## src/rtl/led_cmd_ctrl_pkg.sv

```systemverilog
// led_cmd_ctrl_pkg: shared constants, FSM state type and gamma helper for the
// LED command execution stage.
// Ports: none (package).
package led_cmd_ctrl_pkg;

  localparam int CMD_BITS          = 8;
  localparam int ADDR_BITS         = 8;
  localparam int PAYLOAD_BITS      = 8;
  localparam int REPLY_FRAME_WIDTH = 24;
  localparam int PWM_STEPS         = 100;

  localparam logic [CMD_BITS-1:0]     CMD_NOP       = 8'h00;
  localparam logic [CMD_BITS-1:0]     CMD_WRITE     = 8'h01;
  localparam logic [CMD_BITS-1:0]     CMD_READ      = 8'h02;
  localparam logic [ADDR_BITS-1:0]    ADDR_NONE     = 8'h00;
  localparam logic [ADDR_BITS-1:0]    ADDR_STATUS   = 8'hFF;
  localparam logic [PAYLOAD_BITS-1:0] PAYLOAD_NONE  = 8'h00;
  localparam logic [PAYLOAD_BITS-1:0] PCT_MAX       = 8'd100;
  localparam logic [PAYLOAD_BITS-1:0] BAD_ADDR_DATA = 8'hFF;

  // cs is active low on the board
  localparam logic CS_ASSERT   = 1'b0;
  localparam logic CS_DEASSERT = 1'b1;

  typedef enum logic [1:0] {
    ST_IDLE,
    ST_EXEC,
    ST_REPLY,
    ST_WAIT_CS
  } state_e;

  // Perceptual correction: round(pct^2 / 100), stays within 0..100
  function automatic logic [PAYLOAD_BITS-1:0] gamma_pct(input logic [PAYLOAD_BITS-1:0] pct);
    logic [15:0] sq;
    sq = 16'(pct) * 16'(pct) + 16'd50;
    return PAYLOAD_BITS'(sq / 16'd100);
  endfunction

endpackage

```

## src/rtl/led_cmd_if.sv

```systemverilog
// led_cmd_if: decoded SPI command fields towards the controller and the read
// reply travelling back to the SPI slave.
// Signals: i_cmd/i_addr/i_payload (slave -> ctrl), slv_tx_enb/o_slv_frame (ctrl -> slave).
interface led_cmd_if;
  import led_cmd_ctrl_pkg::*;

  logic [CMD_BITS-1:0]          i_cmd;
  logic [ADDR_BITS-1:0]         i_addr;
  logic [PAYLOAD_BITS-1:0]      i_payload;
  logic                         slv_tx_enb;
  logic [REPLY_FRAME_WIDTH-1:0] o_slv_frame;

  // SPI slave side
  modport master (
    output i_cmd, i_addr, i_payload,
    input  slv_tx_enb, o_slv_frame
  );

  // command controller side
  modport slave (
    input  i_cmd, i_addr, i_payload,
    output slv_tx_enb, o_slv_frame
  );

endinterface

```

## src/rtl/led_pwm_channel.sv

```systemverilog
// led_pwm_channel: one 100-step PWM channel with a shadowed duty register.
// Ports: sysclk, rst_n, tick_i (step enable), duty_i (0..100 percent), led_o.
// The duty is sampled only at the 99->0 wrap so a frame is never cut short.
module led_pwm_channel
  import led_cmd_ctrl_pkg::*;
(
  input  logic                    sysclk,
  input  logic                    rst_n,
  input  logic                    tick_i,
  input  logic [PAYLOAD_BITS-1:0] duty_i,
  output logic                    led_o
);

  logic [6:0]              cnt_q, cnt_d;
  logic [PAYLOAD_BITS-1:0] duty_act_q, duty_act_d;

  always_comb begin
    cnt_d      = cnt_q;
    duty_act_d = duty_act_q;
    if (tick_i) begin
      if (cnt_q == 7'(PWM_STEPS - 1)) begin
        cnt_d      = '0;
        duty_act_d = duty_i;
      end else begin
        cnt_d = cnt_q + 7'd1;
      end
    end
  end

  always_ff @(posedge sysclk or negedge rst_n) begin
    if (!rst_n) begin
      cnt_q      <= '0;
      duty_act_q <= '0;
    end else begin
      cnt_q      <= cnt_d;
      duty_act_q <= duty_act_d;
    end
  end

  // duty 0 never satisfies the compare, duty 100 always does
  assign led_o = ({1'b0, cnt_q} < duty_act_q);

endmodule

```

## src/rtl/led_cmd_ctrl.sv

```systemverilog
// led_cmd_ctrl: executes decoded SPI commands against a per-LED brightness
// table, drives one PWM output per LED and builds the read reply frame.
// Ports: sysclk, rst_n (async, active low), cs (raw pin), bus (led_cmd_if.slave),
//   led[NUM_LEDS] (PWM, active high), o_err (sticky error, cleared by write to 0xFF).
// Build option: define LED_GAMMA_EN for squared duty mapping; default is linear.
module led_cmd_ctrl
  import led_cmd_ctrl_pkg::*;
#(
  parameter int NUM_LEDS = 4,
  parameter int CLK_HZ   = 125000000,
  parameter int PWM_HZ   = 1000
) (
  input  logic                sysclk,
  input  logic                rst_n,
  input  logic                cs,
  led_cmd_if.slave            bus,
  output logic [NUM_LEDS-1:0] led,
  output logic                o_err
);

  localparam int PRESCALE = CLK_HZ / (PWM_HZ * PWM_STEPS);
  localparam int PS_W     = (PRESCALE > 1) ? $clog2(PRESCALE) : 1;
  localparam logic [ADDR_BITS-1:0] NUM_LEDS_A = ADDR_BITS'(NUM_LEDS);

  // ---------------- PWM prescaler ----------------
  logic [PS_W-1:0] ps_q, ps_d;
  logic            tick;

  assign tick = (ps_q == PS_W'(PRESCALE - 1));
  assign ps_d = tick ? '0 : ps_q + PS_W'(1);

  always_ff @(posedge sysclk or negedge rst_n) begin
    if (!rst_n) ps_q <= '0;
    else        ps_q <= ps_d;
  end

  // ---------------- cs synchroniser + assert-edge detect ----------------
  logic cs_meta_q, cs_s_q, cs_prev_q;
  logic cs_assert_edge;

  always_ff @(posedge sysclk or negedge rst_n) begin
    if (!rst_n) begin
      cs_meta_q <= CS_DEASSERT;
      cs_s_q    <= CS_DEASSERT;
      cs_prev_q <= CS_DEASSERT;
    end else begin
      cs_meta_q <= cs;
      cs_s_q    <= cs_meta_q;
      cs_prev_q <= cs_s_q;
    end
  end

  // REPLY waits for a fresh assertion: the read itself arrives while cs is
  // still low, and that frame must not consume the reply.
  assign cs_assert_edge = (cs_s_q == CS_ASSERT) && (cs_prev_q == CS_DEASSERT);

  // ---------------- frame detect ----------------
  logic arm_q, arm_d;
  logic exec;

  assign exec = arm_q && (bus.i_cmd != CMD_NOP);

  always_comb begin
    arm_d = arm_q;
    if (exec)                      arm_d = 1'b0;
    else if (bus.i_cmd == CMD_NOP) arm_d = 1'b1;
  end

  // ---------------- decode ----------------
  logic                    is_wr, is_rd, addr_ok;
  logic [PAYLOAD_BITS-1:0] pay_clamped, rd_data;

  logic [PAYLOAD_BITS-1:0] bright_q [NUM_LEDS];
  logic [PAYLOAD_BITS-1:0] bright_d [NUM_LEDS];

  assign is_wr       = (bus.i_cmd == CMD_WRITE);
  assign is_rd       = (bus.i_cmd == CMD_READ);
  assign addr_ok     = (bus.i_addr < NUM_LEDS_A);
  assign pay_clamped = (bus.i_payload > PCT_MAX) ? PCT_MAX : bus.i_payload;

  always_comb begin
    rd_data = '0;
    for (int i = 0; i < NUM_LEDS; i++) begin
      if (bus.i_addr == ADDR_BITS'(i)) rd_data = bright_q[i];
    end
  end

  // ---------------- command FSM ----------------
  state_e                       state_q, state_d;
  logic                         rd_pend_q, rd_pend_d;
  logic                         err_q, err_d;
  logic                         tx_q, tx_d;
  logic [REPLY_FRAME_WIDTH-1:0] frame_q, frame_d;

  always_comb begin
    state_d   = state_q;
    rd_pend_d = rd_pend_q;
    err_d     = err_q;
    tx_d      = tx_q;
    frame_d   = frame_q;
    bright_d  = bright_q;

    case (state_q)
      ST_EXEC:  state_d = rd_pend_q ? ST_REPLY : ST_IDLE;
      ST_REPLY: if (cs_assert_edge) state_d = ST_WAIT_CS;
      ST_WAIT_CS: begin
        if (cs_s_q == CS_DEASSERT) begin
          state_d = ST_IDLE;
          tx_d    = 1'b0;
          frame_d = '0;
        end
      end
      default: ;
    endcase

    // Placed after the state case so a read landing on the WAIT_CS release
    // cycle still wins and re-arms the reply.
    if (exec) begin
      rd_pend_d = is_rd;
      // writes and errors while a reply is pending leave the reply alone
      if (state_q == ST_IDLE || is_rd) state_d = ST_EXEC;

      if (is_wr) begin
        if (addr_ok) begin
          for (int i = 0; i < NUM_LEDS; i++) begin
            if (bus.i_addr == ADDR_BITS'(i)) bright_d[i] = pay_clamped;
          end
          if (bus.i_payload > PCT_MAX) err_d = 1'b1;
        end else if (bus.i_addr == ADDR_STATUS) begin
          err_d = 1'b0;
        end else begin
          err_d = 1'b1;
        end
      end else if (is_rd) begin
        tx_d    = 1'b1;
        frame_d = {CMD_READ, bus.i_addr, addr_ok ? rd_data : BAD_ADDR_DATA};
        if (!addr_ok) err_d = 1'b1;
      end else begin
        err_d = 1'b1;
      end
    end
  end

  always_ff @(posedge sysclk or negedge rst_n) begin
    if (!rst_n) begin
      state_q   <= ST_IDLE;
      arm_q     <= 1'b1;
      rd_pend_q <= 1'b0;
      err_q     <= 1'b0;
      tx_q      <= 1'b0;
      frame_q   <= '0;
      for (int i = 0; i < NUM_LEDS; i++) bright_q[i] <= '0;
    end else begin
      state_q   <= state_d;
      arm_q     <= arm_d;
      rd_pend_q <= rd_pend_d;
      err_q     <= err_d;
      tx_q      <= tx_d;
      frame_q   <= frame_d;
      bright_q  <= bright_d;
    end
  end

  assign bus.slv_tx_enb  = tx_q;
  assign bus.o_slv_frame = frame_q;
  assign o_err           = err_q;

  // ---------------- PWM channels ----------------
  for (genvar g = 0; g < NUM_LEDS; g++) begin : g_ch
    logic [PAYLOAD_BITS-1:0] duty;

`ifdef LED_GAMMA_EN
    // gamma value registered alongside the table write; read-back stays raw
    logic [PAYLOAD_BITS-1:0] duty_q;
    always_ff @(posedge sysclk or negedge rst_n) begin
      if (!rst_n) begin
        duty_q <= '0;
      end else if (exec && is_wr && (bus.i_addr == ADDR_BITS'(g))) begin
        duty_q <= gamma_pct(pay_clamped);
      end
    end
    assign duty = duty_q;
`else
    assign duty = bright_q[g];
`endif

    led_pwm_channel u_ch (
      .sysclk (sysclk),
      .rst_n  (rst_n),
      .tick_i (tick),
      .duty_i (duty),
      .led_o  (led[g])
    );
  end

endmodule

```

## src/flat_wrapper.sv

```systemverilog
// flat-port wrapper written by rule: the top's interface ports become plain ports
module led_cmd_ctrl_flat import led_cmd_ctrl_pkg::*;
#(
  parameter int NUM_LEDS = 4,
  parameter int CLK_HZ   = 125000000,
  parameter int PWM_HZ   = 1000
)
  (sysclk, rst_n, cs, led, o_err, bus_i_cmd, bus_i_addr, bus_i_payload, bus_slv_tx_enb, bus_o_slv_frame);
  led_cmd_if bus_i ();
  input  logic sysclk;
  input  logic rst_n;
  input  logic cs;
  output logic [NUM_LEDS-1:0] led;
  output logic o_err;
  input wire logic [$bits(bus_i.i_cmd)-1:0] bus_i_cmd;
  input wire logic [$bits(bus_i.i_addr)-1:0] bus_i_addr;
  input wire logic [$bits(bus_i.i_payload)-1:0] bus_i_payload;
  output wire logic [$bits(bus_i.slv_tx_enb)-1:0] bus_slv_tx_enb;
  output wire logic [$bits(bus_i.o_slv_frame)-1:0] bus_o_slv_frame;
  assign bus_i.i_cmd = bus_i_cmd;
  assign bus_i.i_addr = bus_i_addr;
  assign bus_i.i_payload = bus_i_payload;
  assign bus_slv_tx_enb = bus_i.slv_tx_enb;
  assign bus_o_slv_frame = bus_i.o_slv_frame;
  led_cmd_ctrl #(.NUM_LEDS(NUM_LEDS), .CLK_HZ(CLK_HZ), .PWM_HZ(PWM_HZ)) u_core (.sysclk(sysclk), .rst_n(rst_n), .cs(cs), .bus(bus_i), .led(led), .o_err(o_err));
endmodule
```

## config.mk

```make
export PLATFORM = sky130hd
export DESIGN_NAME = led_cmd_ctrl_flat
export DESIGN_NICKNAME = d
export VERILOG_FILES = /design/src/rtl/led_cmd_ctrl_pkg.sv /design/src/rtl/led_cmd_if.sv /design/src/rtl/led_pwm_channel.sv /design/src/rtl/led_cmd_ctrl.sv /design/src/flat_wrapper.sv
export SDC_FILE = /design/constraint.sdc
export NUM_CORES = 1
export LEC_CHECK = 0
export CELL_PAD_IN_SITES_DETAIL_PLACEMENT = 1
export CELL_PAD_IN_SITES_GLOBAL_PLACEMENT = 2
export CORE_UTILIZATION = 42
export CTS_CLUSTER_SIZE = 8
export DETAILED_ROUTE_END_ITERATION = 6
export GPL_TIMING_DRIVEN = 0
export PLACE_DENSITY = 0.89
export SKIP_CTS_REPAIR_TIMING = 1
export SLEW_MARGIN = 0
export SYNTH_ARGS = -nofsm -noshare
export SYNTH_HDL_FRONTEND = slang
export SYNTH_SLANG_ARGS = --single-unit
```

## constraint.sdc

```tcl
create_clock -name sysclk -period 4.29 [get_ports sysclk]
set_clock_uncertainty 0.15 [all_clocks]
set_input_delay 0.858 -clock sysclk [delete_from_list [all_inputs] [get_ports sysclk]]
set_output_delay 0.858 -clock sysclk [all_outputs]
set_load 0.02 [all_outputs]
```

; ---- Word level (Yosys, flattened, before mapping)
; Index checks and enable logic that the tools add are counted.
[classes]
n_addsub = 5
n_lt_le_gt_ge = 6
eq_ne = 16
mux = 35
bitwise = 1
reduce_logical = 17
[op_table]
columns = op, count
row1 = 24-bit 2-to-1 mux, 5
row2 = 8-bit 2-to-1 mux, 6
row3 = 7-bit by 8-bit < comparator with 1-bit output, 4
row4 = "7-bit by 1-bit adder with 7-bit output, second input constant", 4
row5 = "7-bit equality test, second input constant", 4
row6 = 7-bit 2-to-1 mux, 4
row7 = "8-bit by 2-bit equality test with 1-bit output, second input constant", 3
row8 = "8-bit by 1-bit equality test with 1-bit output, second input constant", 2
row9 = 8-bit zero test, 2
row10 = 4-bit AND reduction, 4
row11 = 1-bit 2-to-1 mux, 13
row12 = "11-bit by 1-bit adder with 11-bit output, second input constant", 1
row13 = "11-bit equality test, second input constant", 1
row14 = 11-bit 2-to-1 mux, 1
row15 = 2-bit 2-to-1 mux, 5
row16 = "8-bit equality test, second input constant", 1
row17 = "8-bit by 7-bit > comparator with 1-bit output, second input constant", 1
row18 = "8-bit by 3-bit < comparator with 1-bit output, second input constant", 1
row19 = 2-bit AND reduction, 4
row20 = 8-bit nonzero test, 1
row21 = 2-bit case mux with 3 select lines, 1
row22 = "2-bit equality test, second input constant", 2
row23 = "3-bit by 2-bit inequality test with 1-bit output, second input constant", 1
row24 = "3-bit inequality test, second input constant", 1
row25 = 7 further kinds, 8
[totals]
regBits = 136
input_bits = 27
out_inout_bits = 30
wordCells = 102

; ---- Logic depth before layout (Yosys ltp)
; Gate-level depths: netlist of the first run.
[logic_depth]
word_depth = 9
depth_mapped = 8

; ---- Cells and area by module
; From an unflattened synthesis of the first run, not the netlist that was laid out.
[unflattened]
hier_cells = 554
area_unflattened_um2 = 6615.1
[modules_own_cells]
columns = mod, n_inst, cells_per_inst, area_per_inst_um2
row1 = led_cmd_ctrl, 1, 258, 3321.9
row2 = led_pwm_channel, 4, 74, 823.3

; ---- Least setup slack after synthesis of the first run
; OpenSTA, ideal clock, no wires.
[synth_timing]
kind = input port to flip-flop
startpoint = in bus_i_cmd[5]
endpoint = reg u_core.bright_q, in the netlist u_core.g_ch[0].duty[0]
setup_time_ps = 125
t_arrival_ps = 2861
required_time_ps = 4015
path_slack_ps = 1154
path_stages = 6
path_buffers = 2
cell_sequence = or4_4 > or4_1 > buf_2 > or4_4 > buf_6 > mux2_4
[synth_between]
elab_chain_len = 3
[synth_rtl]
columns = item, line
row1 = from (decl), flat_wrapper.sv:15  ; input wire logic [$bits(bus_i.i_cmd)-1:0] bus_i_cmd;
row2 = 8-bit nonzero test, led_cmd_ctrl.sv:61  ; assign exec = arm_q && (bus.i_cmd != CMD_NOP);
row3 = 1-bit logical AND, led_cmd_ctrl.sv:61
row4 = 4-bit AND reduction (no line) (*), n/a
row5 = to (signal assigned), led_cmd_ctrl.sv:160  ; bright_q <= bright_d;
row6 = to (decl), led_cmd_ctrl.sv:73  ; logic [PAYLOAD_BITS-1:0] bright_q [NUM_LEDS];
; Mark *: on every way between the ends. The rest lies on a longest branch, timed or not.
; A chain may end at the register's enable or synchronous reset.

; ---- Worst setup path in the final report of the first run
[layout_timing]
startpoint = reg u_core.g_ch[1].u_ch.cnt_q[4]
endpoint = out led[1]
[layout_between]
elab_chain_len = 1
[layout_rtl]
columns = item, line
row1 = from (decl), led_pwm_channel.sv:14  ; logic [6:0] cnt_q, cnt_d;
row2 = from (signal assigned), led_pwm_channel.sv:35  ; cnt_q <= cnt_d;
row3 = 7-bit by 8-bit < comparator with 1-bit output, led_pwm_channel.sv:41  ; assign led_o = ({1'b0, cnt_q} < duty_act_q);
row4 = to (decl), flat_wrapper.sv:13  ; output logic [NUM_LEDS-1:0] led;
; No other way between the ends.

==> impl_metrics.yaml, run 1 <==
drt:
  antenna_left: 0
  initialDrtViolationCount: 215
  wl_per_cell_um: 19.4
  dr.pass1.iters: 4
  routed_wl_mm: 16.9
  drcViolationCount: 0
  via_count: 4697
  vias_per_cell: 5.39
placement:
  dp_hpwl_mm: 11.4
  io_buffers: 56
  placed_cells: 840
  place.gp.congestion: 0.772
cells_and_area:
  final_util_pct: 52.9
  fin_cells: 872
  multiInputGateArea_mm2: 0.00293
  diodes: 0
  seqCellArea_mm2: 0.00341
  final_nets: 705
  layout.filler_cells: 1615
  drive_gt1_share_pct: 19.2
  area.growth.synth_to_final_pct: 22.7
clock_tree:
  h-tree-depth: 4
  path_clk_slew_ps: 60
  cts_tree: "yes"
  numCtsBuffers: 17
  cts_sinks: 136
  cts_root_buffer: "clkbuf_16"
  clockBufferDepth: 2
  clock_latency_ps: 420
global_routing:
  grt_pass1_wl_mm: 27.8
  globalRouteOverflowTotal: 0
  grt_usage_pct: 22.8
  top_usage_layer: "met2"
  first_global_vias: 5247
  gr-usage-met3_pct: 5.36
  antenna_found_initial: 0
  use_met1_pct: 27.0
  met2_usage_pct: 40.9
  grt_max_degree: 100
floorplanning:
  placementRows: 45
  io_pins: 57
  die_height_um: 127
  die_width_um: 127
  die_area_mm2: 0.0162
  core_area_mm2: 0.0153
  start_util_pct: 43.1
synthesis:
  synth_compound_area_share_pct: 7.70
  synth_ff_type: "dfrtp_1"
  ys_ff_latch: 136
  synth_xor_area_share_pct: 2.53
  synthesis.instances: 572
  netlist_area_mm2: 0.00658
  async_flop_share_pct: 100
  synthDistinctLibCells: 54
  synth_nets: 629
  synthMuxAreaShare_pct: 14.1
  yosys.area_share.simple_pct: 14.5
  seq_area_frac_synth_pct: 51.8
  synth_area_per_cell_um2: 11.5
  yosysWarnings: 0
  synthAdderAreaFrac_pct: 5.71
  synth_edf_count: 0
  synth_top_family_by_area: "simple AND/OR/NAND/NOR gates"
critical_path:
  cp.depth: 7
  cp_cell_sequence: "ha_1 > a21o_1 > a21oi_1 > o21ai_0 > a31oi_1 > buf_4 > clkdlybuf4s50_1"
  critical_path.top_delay_family: "buffers and inverters"
  cp-start-kind: "flip-flop"
  max_stage_delay_ps: 590
  endpoint_kind: "output port"
  cp_max_fo: 7
  crit_type: "flip-flop to output port"
  crit_required_ps: 3280
  r2r_cells: 7
  cp_slowest_cell: "clkdlybuf4s50_1"
  worstPathArrival_ps: 2630
  crit_buf_inv: 2
run:
  drv_cap: 0
power:
  p_leak_uw: 0.00376
  p_total_uw: 2960
  ir_worst_vdd_mv: 0.277
  power.density_mw_per_mm2: 367
sta:
  period_needed_ps: 3640
  setup_violations: 0
  maxSlewViolCount: 0
  min_period_over_period_pct: 84.8
  rsz0062_at_grt: "false"
  worstMarginPinSlew_ps: 1250
  finalHoldViolations: 0
  slew_headroom_pct: 15.9
  fmax_mhz: 275
hold_path:
  hold_class: "input pin to async pin"
outcome:
  status: "finished, final reports clean"
==> state kept, by name, indices dropped and copies added (netlist names) <==
register,flops
u_core.g_ch.duty,32
u_core.g_ch.u_ch.duty_act_q,32
u_core.g_ch.u_ch.cnt_q,28
u_core.bus.o_slv_frame,24
u_core.ps_q,11
u_core.state_q,2
u_core.arm_q,1
u_core.bus.slv_tx_enb,1
u_core.cs_meta_q,1
u_core.cs_prev_q,1
u_core.cs_s_q,1
u_core.o_err,1
u_core.rd_pend_q,1
==> routing by layer <==
metal / wire length, um / up-vias
li1: - / 2165
met1: 7130 / 2422
met2: 8920 / 85
met3: 557 / 25
met4: 288 / 0
met5: 0 / -
==> power breakdown <==
group	leakage [uW]	switching (uW)	internal, uW
combinational	0.00167	50.7	33.1
clock	0.000305	569	1020
sequential	0.00178	0.999	1290
total	0.00376	621	2340
==> synth_stat cells (all sizes together), types with 5 or more instances <==
cell type | instances | share of area (%)
xnor2 | 14 | 1.9
xor2 | 5 | 0.67
nand4 | 11 | 1.0
and2 | 14 | 1.4
nand2b | 6 | 0.57
or4 | 5 | 0.68
dfrtp | 132 | 50
ha | 30 | 5.7
nor4b | 5 | 0.89
a21o | 8 | 0.91
o21ai | 39 | 3.0
or2 | 6 | 0.57
clkbuf | 10 | 0.57
a31oi | 8 | 0.76
nor2 | 22 | 1.3
mux2 | 62 | 11
nor2b | 10 | 0.95
nand3 | 10 | 0.76
buf | 12 | 1.1
or3 | 6 | 0.59
mux4 | 8 | 2.7
a21oi | 11 | 0.84
nand2 | 57 | 3.3
inv | 35 | 2.0
==> cells by family after synthesis <==
logic type / Yosys count
AO/OA/AOI/OAI: 84
XOR/XNOR: 19
adder cells (fa/ha/maj): 30
buffers and inverters: 57
flip-flops: 136
multiplexers: 72
AND/OR/NAND/NOR: 174
==> path summary, 6_finish.rpt <==
path | from | to | slack, ps
max | u_core.g_ch[1].u_ch.cnt_q[4] | led[1] | 650
min | rst_n | u_core.bus.o_slv_frame[22] | 180
max reg2reg | u_core.ps_q[1] | u_core.g_ch[2].u_ch.duty_act_q[4] | 1130
min reg2reg | u_core.cs_meta_q | u_core.cs_s_q | 210
max in group asynchronous | rst_n | u_core.g_ch[2].u_ch.duty_act_q[0] | 2990
min in group sysclk | u_core.cs_meta_q | u_core.cs_s_q | 210
==> stage by stage <==
step                      cell area [um2]  setup TNS (ps)  setup slack, ps  hold slack, ps
final                                8070               0              650             183
after global routing                 8070               0              490             196
after CTS                            8070               0              607             186
after detailed placement             7430               0              477             197
after global placement               7400         -406810            -3050             201
after floorplan                      6580               0             1150             195
==> layout by cell type, fill, tap and decap left out, types with 5 or more instances in the layout <==
master,Yosys,routed
inv_1,35,35
o21ai_0,39,39
clkbuf_16,0,17
mux2_4,7,7
a31oi_1,8,8
xnor2_1,14,14
xor2_1,5,5
nor2b_1,10,10
nand3_1,10,10
and2_1,12,12
nor2_1,22,22
a21o_1,8,8
mux4_2,8,8
mux2_2,55,55
ha_1,30,30
clkdlybuf4s50_1,0,55
nand2b_1,6,6
clkbuf_1,10,11
nand2_1,57,57
or3_1,5,5
or2_2,6,6
dfrtp_1,132,132
a21oi_1,11,11
nand4_1,11,11
==> cell type report <==
class / count / share of cell area [%]
buffer: 22 / 1.35
clock buffer: 21 / 5.83
clock inverter: 11 / 2.11
inverter: 35 / 1.63
multi-input combinational: 379 / 36.3
sequential: 136 / 42.2
tap: 211 / 3.27
timing repair buffer: 57 / 7.30
Power figures use the tool's default switching activity.
==> run 2, diff against run 1 <==
CORE_UTILIZATION = 39   (was 42)
PLACE_DENSITY = 0.84   (was 0.89)
clock period = 3.75 ns   (was 4.29 ns; I/O delays follow)
==> run 2 against run 1 <==
Against the previous run: die area rose by 7.6%; global-route usage shrank 2.4 points; sequential cell count did not move; worst hold slack lost 110 ps.
==> impl_metrics.yaml, run 2 (synthesis results as in run 1) <==
outcome:
  status: "finished, final reports clean"
drt:
  wl_per_cell_um: 18.6
  via_count: 4602
  antenna_left: 0
  drcViolationCount: 0
  route.met2.wl_mm: 8.36
  routed_wl_mm: 16.4
  dr.max_layer_used: "met4"
  initialDrtViolationCount: 175
  met1Wirelength_mm: 7.19
  dr.pass1.iters: 4
  met3_length_um: 488
  vias_per_cell: 5.22
floorplanning:
  die_width_um: 132
  die_height_um: 132
  io_pins: 57
  die_area_mm2: 0.0174
  placementRows: 47
  core_area_mm2: 0.0165
  start_util_pct: 39.8
clock_tree:
  path_clk_slew_ps: 60
  clockBufferDepth: 2
  numCtsBuffers: 17
  cts_root_buffer: "clkbuf_16"
  cts_sinks: 136
  h-tree-depth: 4
  cts_tree: "yes"
  clock_latency_ps: 420
cells_and_area:
  area.growth.synth_to_final_pct: 22.0
  final_cell_mix: "132 x dfrtp_1, 57 x nand2_1, 55 x mux2_2, 55 x clkdlybuf4s50_1, 39 x o21ai_0"
  final_util_pct: 48.6
  final_nets: 705
  drive_gt1_share_pct: 18.8
  diodes: 0
  final_common_cell: "dfrtp_1"
placement:
  dp_hpwl_mm: 11.5
  io_buffers: 56
  place.gp.congestion: 0.793
power:
  p_total_uw: 3230
  power.density_mw_per_mm2: 402
  p_leak_uw: 0.00373
  ir_worst_vdd_mv: 0.307
global_routing:
  first_global_vias: 5159
  grt_pass1_wl_mm: 27.5
  grt_max_degree: 102
  grt_usage_pct: 20.5
  globalRouteOverflowTotal: 0
  antenna_found_initial: 0
critical_path:
  cp_slowest_cell: "clkdlybuf4s50_1"
  crit_type: "flip-flop to output port"
  worstSetupStartpoint: "u_core.g_ch[3].u_ch.cnt_q[4]"
  rr_startpoint: "u_core.ps_q[1]"
  endpoint_kind: "output port"
  max_stage_delay_ps: 590
  cp-start-kind: "flip-flop"
  worstPathArrival_ps: 2630
  crit_required_ps: 2850
  cp_cell_sequence: "ha_1 > a21o_1 > a21oi_1 > o21ai_0 > a31oi_1 > buf_4 > clkdlybuf4s50_1"
  cp_max_fo: 6
run:
  drv_cap: 0
hold_path:
  hold_class: "input pin to async pin"
sta:
  slew_headroom_pct: 41.1
  setup_violations: 0
  fmax_mhz: 283
  worstMarginPinSlew_ps: 876
  finalHoldViolations: 0
  rsz0062_at_grt: "false"
  min_period_over_period_pct: 94.1
  whs_ps: 71.3
  period_needed_ps: 3530
  maxSlewViolCount: 0
  setup_tns_ps: 0
-- run 2: worst paths after layout --
check                                                    end  slack (ps)  depth (start not counted)
min in group sysclk                            u_core.cs_s_q         210                          0
hold / removal                  u_core.g_ch[0].u_ch.cnt_q[6]          70                          1
setup / recovery                                      led[3]         220                          7
hold reg to reg                                u_core.cs_s_q         210                          0
setup reg to reg           u_core.g_ch[1].u_ch.duty_act_q[6]         700                          7
max in group asynchronous         u_core.bus.o_slv_frame[15]        2550                          2
-- run 2: area by class of cell --
| class | count | area (um2) |
|---|---|---|
| clock inverters | 7 | 93.8 |
| multi-input cells | 379 | 2940 |
| repair buffers | 57 | 589 |
| plain buffers | 22 | 109 |
| clock buffers | 25 | 485 |
| inverters | 35 | 131 |
| well taps | 220 | 275 |
| fillers | 1742 | 8500 |
| flip-flops and latches | 136 | 3410 |
-- run 2: per-stage QoR --
stage | area [um2] | setup WS [ps] | instances
final | 8030 | 220 | 881
after global routing | 8030 | 121 | 881
after CTS | 8020 | 186 | 881
after detailed placement | 7440 | 3.12 | 849
after global placement | 7410 | -3610 | 848
after floorplan | 6580 | 722 | 572
-- run 2: routing by layer --
metal	vias to the layer above	track usage, %
li1	2163	-
met2	78	35.2
met5	-	0
met4	0	7.30
met1	2338	24.9
met3	23	5.15
-- run 2: critical path: cells and delay by family, from the launching register on --
kind                       cells  cell delay, ps
AOI/OAI and AO/OA              4             690
adders and majority gates      1             350
buffers and inverters          2             720
DFF                            1             450
-- run 2: power breakdown --
part | total (uW) | internal (uW) | switching, uW
sequential | 1470 | 1470 | 1.14
clock | 1660 | 1030 | 628
combinational | 94.7 | 37.8 | 56.9
